$ cat config.mk
export PLATFORM = sky130hd
export DESIGN_NAME = clock_bus_display_scan_flat
export DESIGN_NICKNAME = d
export VERILOG_FILES = /design/src/rtl/clock_bus_display_scan_if.sv /design/src/rtl/clock_bus_display_scan.sv /design/src/flat_wrapper.sv
export SDC_FILE = /design/constraint.sdc
export NUM_CORES = 1
export LEC_CHECK = 0
export BUFFER_PORTS_ARGS = -buffer_cell sky130_fd_sc_hd__buf_2
export CELL_PAD_IN_SITES_DETAIL_PLACEMENT = 0
export CELL_PAD_IN_SITES_GLOBAL_PLACEMENT = 2
export CORE_ASPECT_RATIO = 1.75
export CORE_MARGIN = 2
export CORE_UTILIZATION = 41
export CTS_CLUSTER_SIZE = 16
export DETAILED_ROUTE_END_ITERATION = 8
export PLACE_DENSITY_LB_ADDON = 0.05
export SETUP_SLACK_MARGIN = 0.02
export SLEW_MARGIN = 20
export SYNTH_ARGS = -nofsm -noshare
export SYNTH_HDL_FRONTEND = slang
export SYNTH_SLANG_ARGS = --single-unit
$ cat constraint.sdc
create_clock -name clk -period 6 [get_ports clk]
set_input_delay 1.2 -clock clk [delete_from_list [all_inputs] [get_ports clk]]
set_output_delay 1.2 -clock clk [all_outputs]
set_load 0.02 [all_outputs]
$ cat src/rtl/clock_bus_display_scan_if.sv
// Time bus from the timekeeping core plus the display and status pins of the scan block.
// The master drives the time bytes and the slave (the scan block) drives the display.
interface clock_bus_display_scan_if;
    logic [7:0] time_lo;
    logic [7:0] time_hi;
    logic [6:0] seg;
    logic       dp;
    logic [3:0] dig_en;
    logic       frame_err;
    logic       busy;

    modport master (
        output time_lo, time_hi,
        input  seg, dp, dig_en, frame_err, busy
    );

    modport slave (
        input  time_lo, time_hi,
        output seg, dp, dig_en, frame_err, busy
    );
endinterface

$ cat src/rtl/clock_bus_display_scan.sv
// Receives the packed 12-hour time bus, validates each new frame, converts hours and
// minutes to BCD with a shared serial double-dabble engine and scans a 4-digit display.
module clock_bus_display_scan #(
    parameter int SCAN_DIV      = 1024,
    parameter bit BLANK_LEADING = 1'b1
) (
    input  logic                           clk,
    input  logic                           rst_n,
    input  logic                           ena,
    clock_bus_display_scan_if.slave        bus
);

    localparam int              PW        = $clog2(SCAN_DIV);
    localparam logic [PW-1:0]   PRE_LAST  = PW'(SCAN_DIV - 1);
    localparam logic [3:0]      DIG_DASH  = 4'hA;
    localparam logic [3:0]      DIG_BLANK = 4'hF;

    typedef enum logic [1:0] {
        ST_IDLE   = 2'd0,
        ST_CONV_H = 2'd1,
        ST_CONV_M = 2'd2,
        ST_LOAD   = 2'd3
    } state_t;

    state_t           state_q, state_d;
    logic [15:0]      cap_q, cap_d;
    logic             cap_vld_q, cap_vld_d;
    logic [15:0]      src_q, src_d;
    logic             disp_valid_q, disp_valid_d;
    logic             busy_q, busy_d;
    logic             frame_err_q, frame_err_d;
    logic [2:0]       cnt_q, cnt_d;
    logic [5:0]       bin_q, bin_d;
    logic [7:0]       bcd_q, bcd_d;
    logic [7:0]       hbcd_q, hbcd_d;
    logic [3:0][3:0]  dig_q, dig_d;
    logic             pm_q, pm_d;
    logic             sec_q, sec_d;
    logic [PW-1:0]    pre_q, pre_d;
    logic [1:0]       idx_q, idx_d;
    logic [6:0]       seg_q, seg_d;
    logic             dp_q, dp_d;
    logic [3:0]       dig_en_q, dig_en_d;
    logic [13:0]      step_s;

    function automatic logic frame_ok(input logic [15:0] f);
        return (f[3:0] >= 4'd1) && (f[3:0] <= 4'd12) && (f[13:8] <= 6'd59)
            && (f[6] == 1'b0) && (f[15:14] == 2'b00);
    endfunction

    // One double-dabble iteration: add 3 to nibbles >= 5, then shift {bcd, bin} left by one.
    function automatic logic [13:0] dd_step(input logic [7:0] bcd, input logic [5:0] bin);
        logic [7:0] adj;
        adj[3:0] = (bcd[3:0] >= 4'd5) ? (bcd[3:0] + 4'd3) : bcd[3:0];
        adj[7:4] = (bcd[7:4] >= 4'd5) ? (bcd[7:4] + 4'd3) : bcd[7:4];
        return {adj[6:0], bin, 1'b0};
    endfunction

    function automatic logic [6:0] seg_code(input logic [3:0] d);
        logic [6:0] s;
        case (d)
            4'd0:    s = 7'h3F;
            4'd1:    s = 7'h06;
            4'd2:    s = 7'h5B;
            4'd3:    s = 7'h4F;
            4'd4:    s = 7'h66;
            4'd5:    s = 7'h6D;
            4'd6:    s = 7'h7D;
            4'd7:    s = 7'h07;
            4'd8:    s = 7'h7F;
            4'd9:    s = 7'h6F;
            4'hA:    s = 7'h40;
            default: s = 7'h00;
        endcase
        return s;
    endfunction

    assign step_s = dd_step(bcd_q, bin_q);

    // Next-state logic: capture, conversion FSM, display registers, scan and output stage.
    always_comb begin
        state_d      = state_q;
        cap_d        = cap_q;
        cap_vld_d    = cap_vld_q;
        src_d        = src_q;
        disp_valid_d = disp_valid_q;
        busy_d       = busy_q;
        frame_err_d  = frame_err_q;
        cnt_d        = cnt_q;
        bin_d        = bin_q;
        bcd_d        = bcd_q;
        hbcd_d       = hbcd_q;
        dig_d        = dig_q;
        pm_d         = pm_q;
        sec_d        = sec_q;
        pre_d        = pre_q;
        idx_d        = idx_q;
        seg_d        = seg_q;
        dp_d         = dp_q;
        dig_en_d     = dig_en_q;

        if (ena) begin
            cap_d     = {bus.time_hi, bus.time_lo};
            cap_vld_d = 1'b1;

            if (pre_q == PRE_LAST) begin
                pre_d = '0;
                idx_d = idx_q + 2'd1;
            end else begin
                pre_d = pre_q + {{(PW-1){1'b0}}, 1'b1};
            end

            case (state_q)
                ST_IDLE: begin
                    // cap_vld guards against evaluating the reset value of cap as a frame.
                    if (cap_vld_q && (!disp_valid_q || (cap_q != src_q))) begin
                        src_d = cap_q;
                        if (frame_ok(cap_q)) begin
                            state_d = ST_CONV_H;
                            busy_d  = 1'b1;
                            bcd_d   = 8'd0;
                            bin_d   = {cap_q[3:0], 2'b00};
                            cnt_d   = 3'd0;
                        end else begin
                            frame_err_d  = 1'b1;
                            dig_d        = {4{DIG_DASH}};
                            pm_d         = 1'b0;
                            sec_d        = 1'b0;
                            disp_valid_d = 1'b1;
                        end
                    end else begin
                        state_d = ST_IDLE;
                    end
                end
                ST_CONV_H: begin
                    {bcd_d, bin_d} = step_s;
                    cnt_d          = cnt_q + 3'd1;
                    if (cnt_q == 3'd3) begin
                        hbcd_d  = step_s[13:6];
                        bcd_d   = 8'd0;
                        bin_d   = src_q[13:8];
                        cnt_d   = 3'd0;
                        state_d = ST_CONV_M;
                    end else begin
                        state_d = ST_CONV_H;
                    end
                end
                ST_CONV_M: begin
                    {bcd_d, bin_d} = step_s;
                    cnt_d          = cnt_q + 3'd1;
                    if (cnt_q == 3'd5) begin
                        state_d = ST_LOAD;
                    end else begin
                        state_d = ST_CONV_M;
                    end
                end
                ST_LOAD: begin
                    dig_d[0]     = bcd_q[3:0];
                    dig_d[1]     = bcd_q[7:4];
                    dig_d[2]     = hbcd_q[3:0];
                    dig_d[3]     = (BLANK_LEADING && (hbcd_q[7:4] == 4'd0)) ? DIG_BLANK : hbcd_q[7:4];
                    pm_d         = src_q[7];
                    sec_d        = src_q[4];
                    frame_err_d  = 1'b0;
                    disp_valid_d = 1'b1;
                    busy_d       = 1'b0;
                    state_d      = ST_IDLE;
                end
                default: begin
                    state_d = ST_IDLE;
                    busy_d  = 1'b0;
                end
            endcase

            seg_d    = seg_code(dig_q[idx_q]);
            dig_en_d = 4'b0001 << idx_q;
            case (idx_q)
                2'd0:    dp_d = pm_q;
                2'd2:    dp_d = sec_q;
                default: dp_d = 1'b0;
            endcase
        end else begin
            state_d = state_q;
        end
    end

    // State registers; reset aborts any conversion in flight and blanks the display.
    always_ff @(posedge clk or negedge rst_n) begin
        if (!rst_n) begin
            state_q      <= ST_IDLE;
            cap_q        <= 16'd0;
            cap_vld_q    <= 1'b0;
            src_q        <= 16'd0;
            disp_valid_q <= 1'b0;
            busy_q       <= 1'b0;
            frame_err_q  <= 1'b0;
            cnt_q        <= 3'd0;
            bin_q        <= 6'd0;
            bcd_q        <= 8'd0;
            hbcd_q       <= 8'd0;
            dig_q        <= {4{DIG_BLANK}};
            pm_q         <= 1'b0;
            sec_q        <= 1'b0;
            pre_q        <= '0;
            idx_q        <= 2'd0;
            seg_q        <= 7'd0;
            dp_q         <= 1'b0;
            dig_en_q     <= 4'b0001;
        end else begin
            state_q      <= state_d;
            cap_q        <= cap_d;
            cap_vld_q    <= cap_vld_d;
            src_q        <= src_d;
            disp_valid_q <= disp_valid_d;
            busy_q       <= busy_d;
            frame_err_q  <= frame_err_d;
            cnt_q        <= cnt_d;
            bin_q        <= bin_d;
            bcd_q        <= bcd_d;
            hbcd_q       <= hbcd_d;
            dig_q        <= dig_d;
            pm_q         <= pm_d;
            sec_q        <= sec_d;
            pre_q        <= pre_d;
            idx_q        <= idx_d;
            seg_q        <= seg_d;
            dp_q         <= dp_d;
            dig_en_q     <= dig_en_d;
        end
    end

    assign bus.seg       = seg_q;
    assign bus.dp        = dp_q;
    assign bus.dig_en    = dig_en_q;
    assign bus.frame_err = frame_err_q;
    assign bus.busy      = busy_q;

endmodule

$ cat src/flat_wrapper.sv
// flat-port wrapper written by rule: the top's interface ports become plain ports
module clock_bus_display_scan_flat 
#(
    parameter int SCAN_DIV      = 1024,
    parameter bit BLANK_LEADING = 1'b1
)
  (clk, rst_n, ena, bus_time_lo, bus_time_hi, bus_seg, bus_dp, bus_dig_en, bus_frame_err, bus_busy);
  clock_bus_display_scan_if bus_i ();
  input  logic clk;
  input  logic rst_n;
  input  logic ena;
  input wire logic [$bits(bus_i.time_lo)-1:0] bus_time_lo;
  input wire logic [$bits(bus_i.time_hi)-1:0] bus_time_hi;
  output wire logic [$bits(bus_i.seg)-1:0] bus_seg;
  output wire logic [$bits(bus_i.dp)-1:0] bus_dp;
  output wire logic [$bits(bus_i.dig_en)-1:0] bus_dig_en;
  output wire logic [$bits(bus_i.frame_err)-1:0] bus_frame_err;
  output wire logic [$bits(bus_i.busy)-1:0] bus_busy;
  assign bus_i.time_lo = bus_time_lo;
  assign bus_i.time_hi = bus_time_hi;
  assign bus_seg = bus_i.seg;
  assign bus_dp = bus_i.dp;
  assign bus_dig_en = bus_i.dig_en;
  assign bus_frame_err = bus_i.frame_err;
  assign bus_busy = bus_i.busy;
  clock_bus_display_scan #(.SCAN_DIV(SCAN_DIV), .BLANK_LEADING(BLANK_LEADING)) u_core (.clk(clk), .rst_n(rst_n), .ena(ena), .bus(bus_i));
endmodule
After elaboration in Yosys (flattened, before gate mapping)
Memory sizes are Yosys's and may differ from the RTL's. A register that Yosys moved wholly into a read port is not among the register bits.
Cells that the tools add are included.
{"block": "word_totals", "output_inout_bits": 14, "ff_bits": 98, "mem_count": 1, "latchBits": 0, "word_cells": 106, "rom_bits": 112, "inputBits": 19, "ramBits": 0}
{"name": "(name not given)", "depth": 16, "width": 7, "rd": 1, "rd_ports_with_merged_regs": 1, "write_ports": 0, "line": "clock_bus_display_scan.sv:61", "text": "case (d)"}
{"block": "classes", "n_reduce_logical": 21, "n_lt_le_gt_ge": 6, "n_div": 0, "n_eq_ne": 12, "multipliers": 0, "add_sub_neg": 5, "n_shift": 1, "n_bitwise": 1, "n_mux": 38}
{"op": "two-way mux 16 bit", "count": 2}
{"op": "one-hot mux 16 bit (2 select lines)", "count": 1}
{"op": "two-way mux 8 bit", "count": 3}
{"op": "one-hot mux 8 bit (3 select lines)", "count": 1}
{"op": "two-way mux 6 bit", "count": 3}
{"op": "one-hot mux 6 bit (3 select lines)", "count": 1}
{"op": "!= test 16 bit", "count": 1}
{"op": "two-way mux 3 bit", "count": 4}
{"op": "two-way mux 4 bit", "count": 3}
{"op": "one-hot mux 1 bit (2 select lines)", "count": 6}
{"op": "AND reduction 4 bit", "count": 3}
{"op": "adder 10 x 1 -> 10 bit (second input constant)", "count": 1}
{"op": "== test 10 bit (second input constant)", "count": 1}
{"op": "two-way mux 10 bit", "count": 1}
{"op": "one-hot mux 3 bit (3 select lines)", "count": 1}
{"op": "binary-select mux 4 bit (select 2 bit)", "count": 1}
{"op": "greater-or-equal comparator 4 x 3 -> 1 bit (second input constant)", "count": 2}
{"op": "one-hot mux 2 bit (4 select lines)", "count": 1}
{"op": "two-way mux 1 bit", "count": 7}
{"op": "== test 2 bit (second input constant)", "count": 3}
{"op": "less-or-equal comparator 6 bit (second input constant)", "count": 1}
{"op": "zero test 2 bit", "count": 3}
{"op": "two-way mux 2 bit", "count": 3}
{"op": "AND reduction 3 bit", "count": 2}
{"op": "other kinds (22)", "count": 29}

Logic depth before layout (Yosys ltp)
{"block": "depth", "depth_word": 8, "ltp_mapped": 9, "mapped_depth_nobuf": 8}

Worst setup path before layout
No wires, ideal clock.
{"block": "synth_timing", "kind": "input -> register", "start": "input port ena", "end": "register u_core.bcd_q[2]", "path_buffers": 2, "t_arrival_ps": 2655, "setup_slack_ps": 3218, "setup_time_ps": 128, "required_ps": 5872, "cell_stages": 7, "path_cell_list": "buf_2 > nor4b_1 > nand4_1 > a311o_1 > o221ai_2 > buf_2 > mux2_1"}
{"block": "synth_via", "elab_chain_len": 1}
{"element": "start: declaration", "line": "flat_wrapper.sv:11", "text": "input logic ena;"}
{"element": "AND reduction 4 bit (no line)"}
{"element": "end signal: assignment", "line": "clock_bus_display_scan.sv:199", "text": "bcd_q <= 8'd0;"}
{"element": "end signal: assignment", "line": "clock_bus_display_scan.sv:219", "text": "bcd_q <= bcd_d;"}
{"element": "end: declaration", "line": "clock_bus_display_scan.sv:34", "text": "logic [7:0] bcd_q, bcd_d;"}
No other way between the ends.
A chain may end at the register's enable or synchronous reset.

Worst setup path in the final report
{"block": "layout_timing", "start": "input port ena", "end": "register u_core.bin_q[0]"}
{"block": "layout_via", "elab_chain_len": 1}
{"element": "AND reduction 4 bit (no line)"}
{"element": "end signal: assignment", "line": "clock_bus_display_scan.sv:218", "text": "bin_q <= bin_d;"}
{"element": "end: declaration", "line": "clock_bus_display_scan.sv:33", "text": "logic [5:0] bin_q, bin_d;"}
No other way between the ends.

==> metrics <==
status finished, final reports clean; Routed Antenna Nets 0; clock sinks 105; min cycle time layout 3.37 ns; core area approximately 13,000 sq um; Die Wd about 90 um; Diodes inserted 0; Skew-Pair Late Insertion Delay 0.34 ns; Reg power frac 0.446; top_reg_cell synth dfrtp_1; TritonCTS clock tree built; final setup violating endpoints 0; hold crit path type reg -> reg; Mapped Cells 480; IO Port Bufs 32; initial core utilization 0.415; sw power 0.813 mW; met1 wire length 4.44 mm; Hold Buf Count CTS 0; final WL 10.2 mm; EDFF count, synth 0; max-cap viol count 0; ys async rst share 1.00; slew margin rel. 0.384; worst hold slack 0.466 ns; Setup Skew 0.00959 ns; metal2 WL around 5.4 mm; iteration-0 DRC count of the detailed router 82; Combinational Power Share 0.321; worst slew pin tran 0.924 ns; Setup Buffers After CTS 0; Clock Path Buffers 2; register area share after synthesis 0.498; vias in the first global route 3,534; CTS Buf Count 9; die footprint between 10,000 and 15,000 sq um; gr ovfl total 0; Max VDD drop 212 uV; Worst R2R Path Depth 8; H-tree levels 3; kind of critical path in -> reg; I/O pin total 33; vias per inst 4.96; Cell variety after synth 55; via count ~3,400; row count 55; clk root buf clkbuf_16; Avg Cell Area, Syn 11.1 sq um; gr usage total 0.158; arrival time worst endpoint approximately 3.6 ns; routability cong. between 0.8 and 0.9; Die Y between 150 and 200 um; clock slew seen by the registers of the worst setup and hold paths ~0.07 ns; Crit. End Element flop; DP HPWL 7.28 mm; P_int 1.55 mW; synth warn 0; worst reg-to-reg setup slack 3.52 ns; fraction of layout instances using a drive strength above 1 0.245; Sw Share 0.344; final worst setup slack between 2 and 3 ns; largest net degree at the start of global routing 73; Max Freq 297 MHz; RSZ-0062 raised after global routing no; Pleak 2.54 nW; Final Util 0.460; Worst EP required 6.26 ns; max layer used met4; nets 549; DR WL met3 179 um; Slew Limit Fails 0; Crit Path Max Fanout 53; #FFs+latches synth 105; r2r startpoint u_core.state_q[0]; DRC Markers 0; Clock power frac 0.233; P per Cell Area 401 nW/um^2; Routed WL per cell 14.9 um; Worst setup endpoint u_core.bin_q[0]; TritonRoute pass-1 iters 6; post-synthesis cell area 5310 sq um; Mapped Nets 523; setup tns final 0 ns; Final Hold Violating Endpoints 0; first-pass GRT wire length approximately 18 mm; area growth from synthesis to layout 10.8%; Crit. Startpoint ena; Reg2Reg Capture Point u_core.bcd_q[0]; PostCTS Resize Cnt 0; startpoint types input port; Place WS 2.22 ns; initial antenna violation count 0; final worst path period share 0.562
-- cell usage after synthesis, drive strengths merged (2+ instances only) --
library cell / n / share of area
nand2: 41 / 0.029
o21ai: 28 / 0.026
nor4b: 2 / 0.0033
buf: 9 / 0.012
nor2: 35 / 0.025
clkbuf: 12 / 0.0087
a31oi: 3 / 0.0035
dfrtp: 88 / 0.41
nor2b: 2 / 0.0024
nand2b: 11 / 0.013
ha: 24 / 0.057
nand3: 10 / 0.0094
and3: 5 / 0.0068
xnor2: 21 / 0.035
mux2i: 13 / 0.024
and4: 2 / 0.0033
a21boi: 4 / 0.0064
nand4: 9 / 0.011
dfstp: 17 / 0.084
xor2: 5 / 0.0082
inv: 33 / 0.023
o21a: 3 / 0.0042
a21oi: 24 / 0.023
o2bb2ai: 2 / 0.0033
and2: 2 / 0.0024
o211ai: 3 / 0.0042
o31ai: 3 / 0.0042
mux2: 49 / 0.11
nor4: 2 / 0.0035
mux4: 4 / 0.017
-- placed cells by master, fill, tap and decap left out, types with 3 or more instances in the layout --
| master | count |
|---|---|
| a21boi_0 | 3 |
| a21oi_1 | 24 |
| and3_1 | 4 |
| buf_2 | 31 |
| buf_4 | 5 |
| clkbuf_16 | 9 |
| dfrtp_1 | 88 |
| dfstp_2 | 17 |
| ha_1 | 24 |
| inv_1 | 33 |
| mux2_2 | 37 |
| mux2_4 | 10 |
| mux2i_1 | 13 |
| mux4_2 | 4 |
| nand2_1 | 41 |
| nand2b_1 | 11 |
| nand3_1 | 10 |
| nand4_1 | 9 |
| nor2_1 | 35 |
| o211ai_1 | 3 |
| o21a_1 | 3 |
| o21ai_0 | 27 |
| o31ai_1 | 3 |
| xnor2_1 | 21 |
| xor2_1 | 5 |
-- worst min path at each step --
stage	slack, ns	end	start	cells after the start
floorplan	0.44	u_core.hbcd_q[1]	u_core.hbcd_q[1]	2
global placement	0.45	u_core.hbcd_q[3]	u_core.hbcd_q[3]	2
detailed placement	0.46	u_core.dig_q[12]	u_core.dig_q[12]	2
CTS	0.47	u_core.dig_q[12]	u_core.dig_q[12]	2
global route	0.49	u_core.dig_q[14]	u_core.dig_q[14]	2
finish	0.47	u_core.dig_q[12]	u_core.dig_q[12]	2
-- sequential cells by signal, indices dropped and copies added (netlist names), named ones only --
name and cells:
u_core.bus.frame_err 1, u_core.cnt_q 3, u_core.bus.dp 1, u_core.src_q 16
u_core.pm_q 1, u_core.pre_q 10, u_core.hbcd_q 8, u_core.cap_vld_q 1
u_core.state_q 1, u_core.sec_q 1, u_core.dig_q 16, u_core.idx_q 2
u_core.bin_q 6, u_core.bus.busy 1, u_core.bus.seg 7, u_core.disp_valid_q 1
u_core.bus.dig_en 4, u_core.bcd_q 8, u_core.cap_q 16
-- per-layer routing --
| metal | GRT usage | up-vias |
|---|---|---|
| li1 | - | 1692 |
| met1 | 0.193 | 1653 |
| met2 | 0.285 | 26 |
| met3 | 0.0244 | 8 |
| met4 | 0.0505 | 0 |
| met5 | 0 | - |
-- critical path, cell delays in order --
cell and delay (ns):
buf_2 0.07, buf_4 0.46, nor4b_1 0.38, and4_1 0.26, nand3_1 0.10, o221ai_2 0.64, buf_4 0.31, nand4_1 0.10
o21ai_0 0.10
-- kinds of logic after synthesis --
logic type,count (synthesis),synth area share
adder cells (fa/ha/maj),24,0.0565
XOR/XNOR,26,0.0429
multiplexers,66,0.152
flip-flops,105,0.498
AND/OR/NAND/NOR,126,0.116
buffers and inverters,54,0.0438
AO/OA/AOI/OAI,79,0.0904
-- power groups by stage --
stage | registers (mW) | logic (mW) | clock network (mW)
after floorplan | 1.03 | 0.617 | 0
after global placement | 1.07 | 0.763 | 0
after detailed placement | 1.07 | 0.773 | 0
after CTS | 1.06 | 0.777 | 0.572
after global routing | 1.08 | 0.863 | 0.602
final | 1.05 | 0.760 | 0.550
-- stage by stage --
stage / cell area [sq um] / std cells / total power, mW
after floorplan: 5310 / 480 / 1.65
final: 5890 / 681 / 2.36
after detailed placement: 5620 / 666 / 1.84
after CTS: 5890 / 681 / 2.41
after global placement: 5620 / 666 / 1.83
after global routing: 5890 / 681 / 2.55
-- area by class of cell --
cell class	instances	area (sq um)
clock buffers	10	229
clock inverters	5	41.3
fillers	1253	6910
inverters	33	124
multi-input cells	321	2440
flip-flops and latches	105	2650
well taps	171	214
repair buffers	36	193
Power figures use the tool's default switching activity.
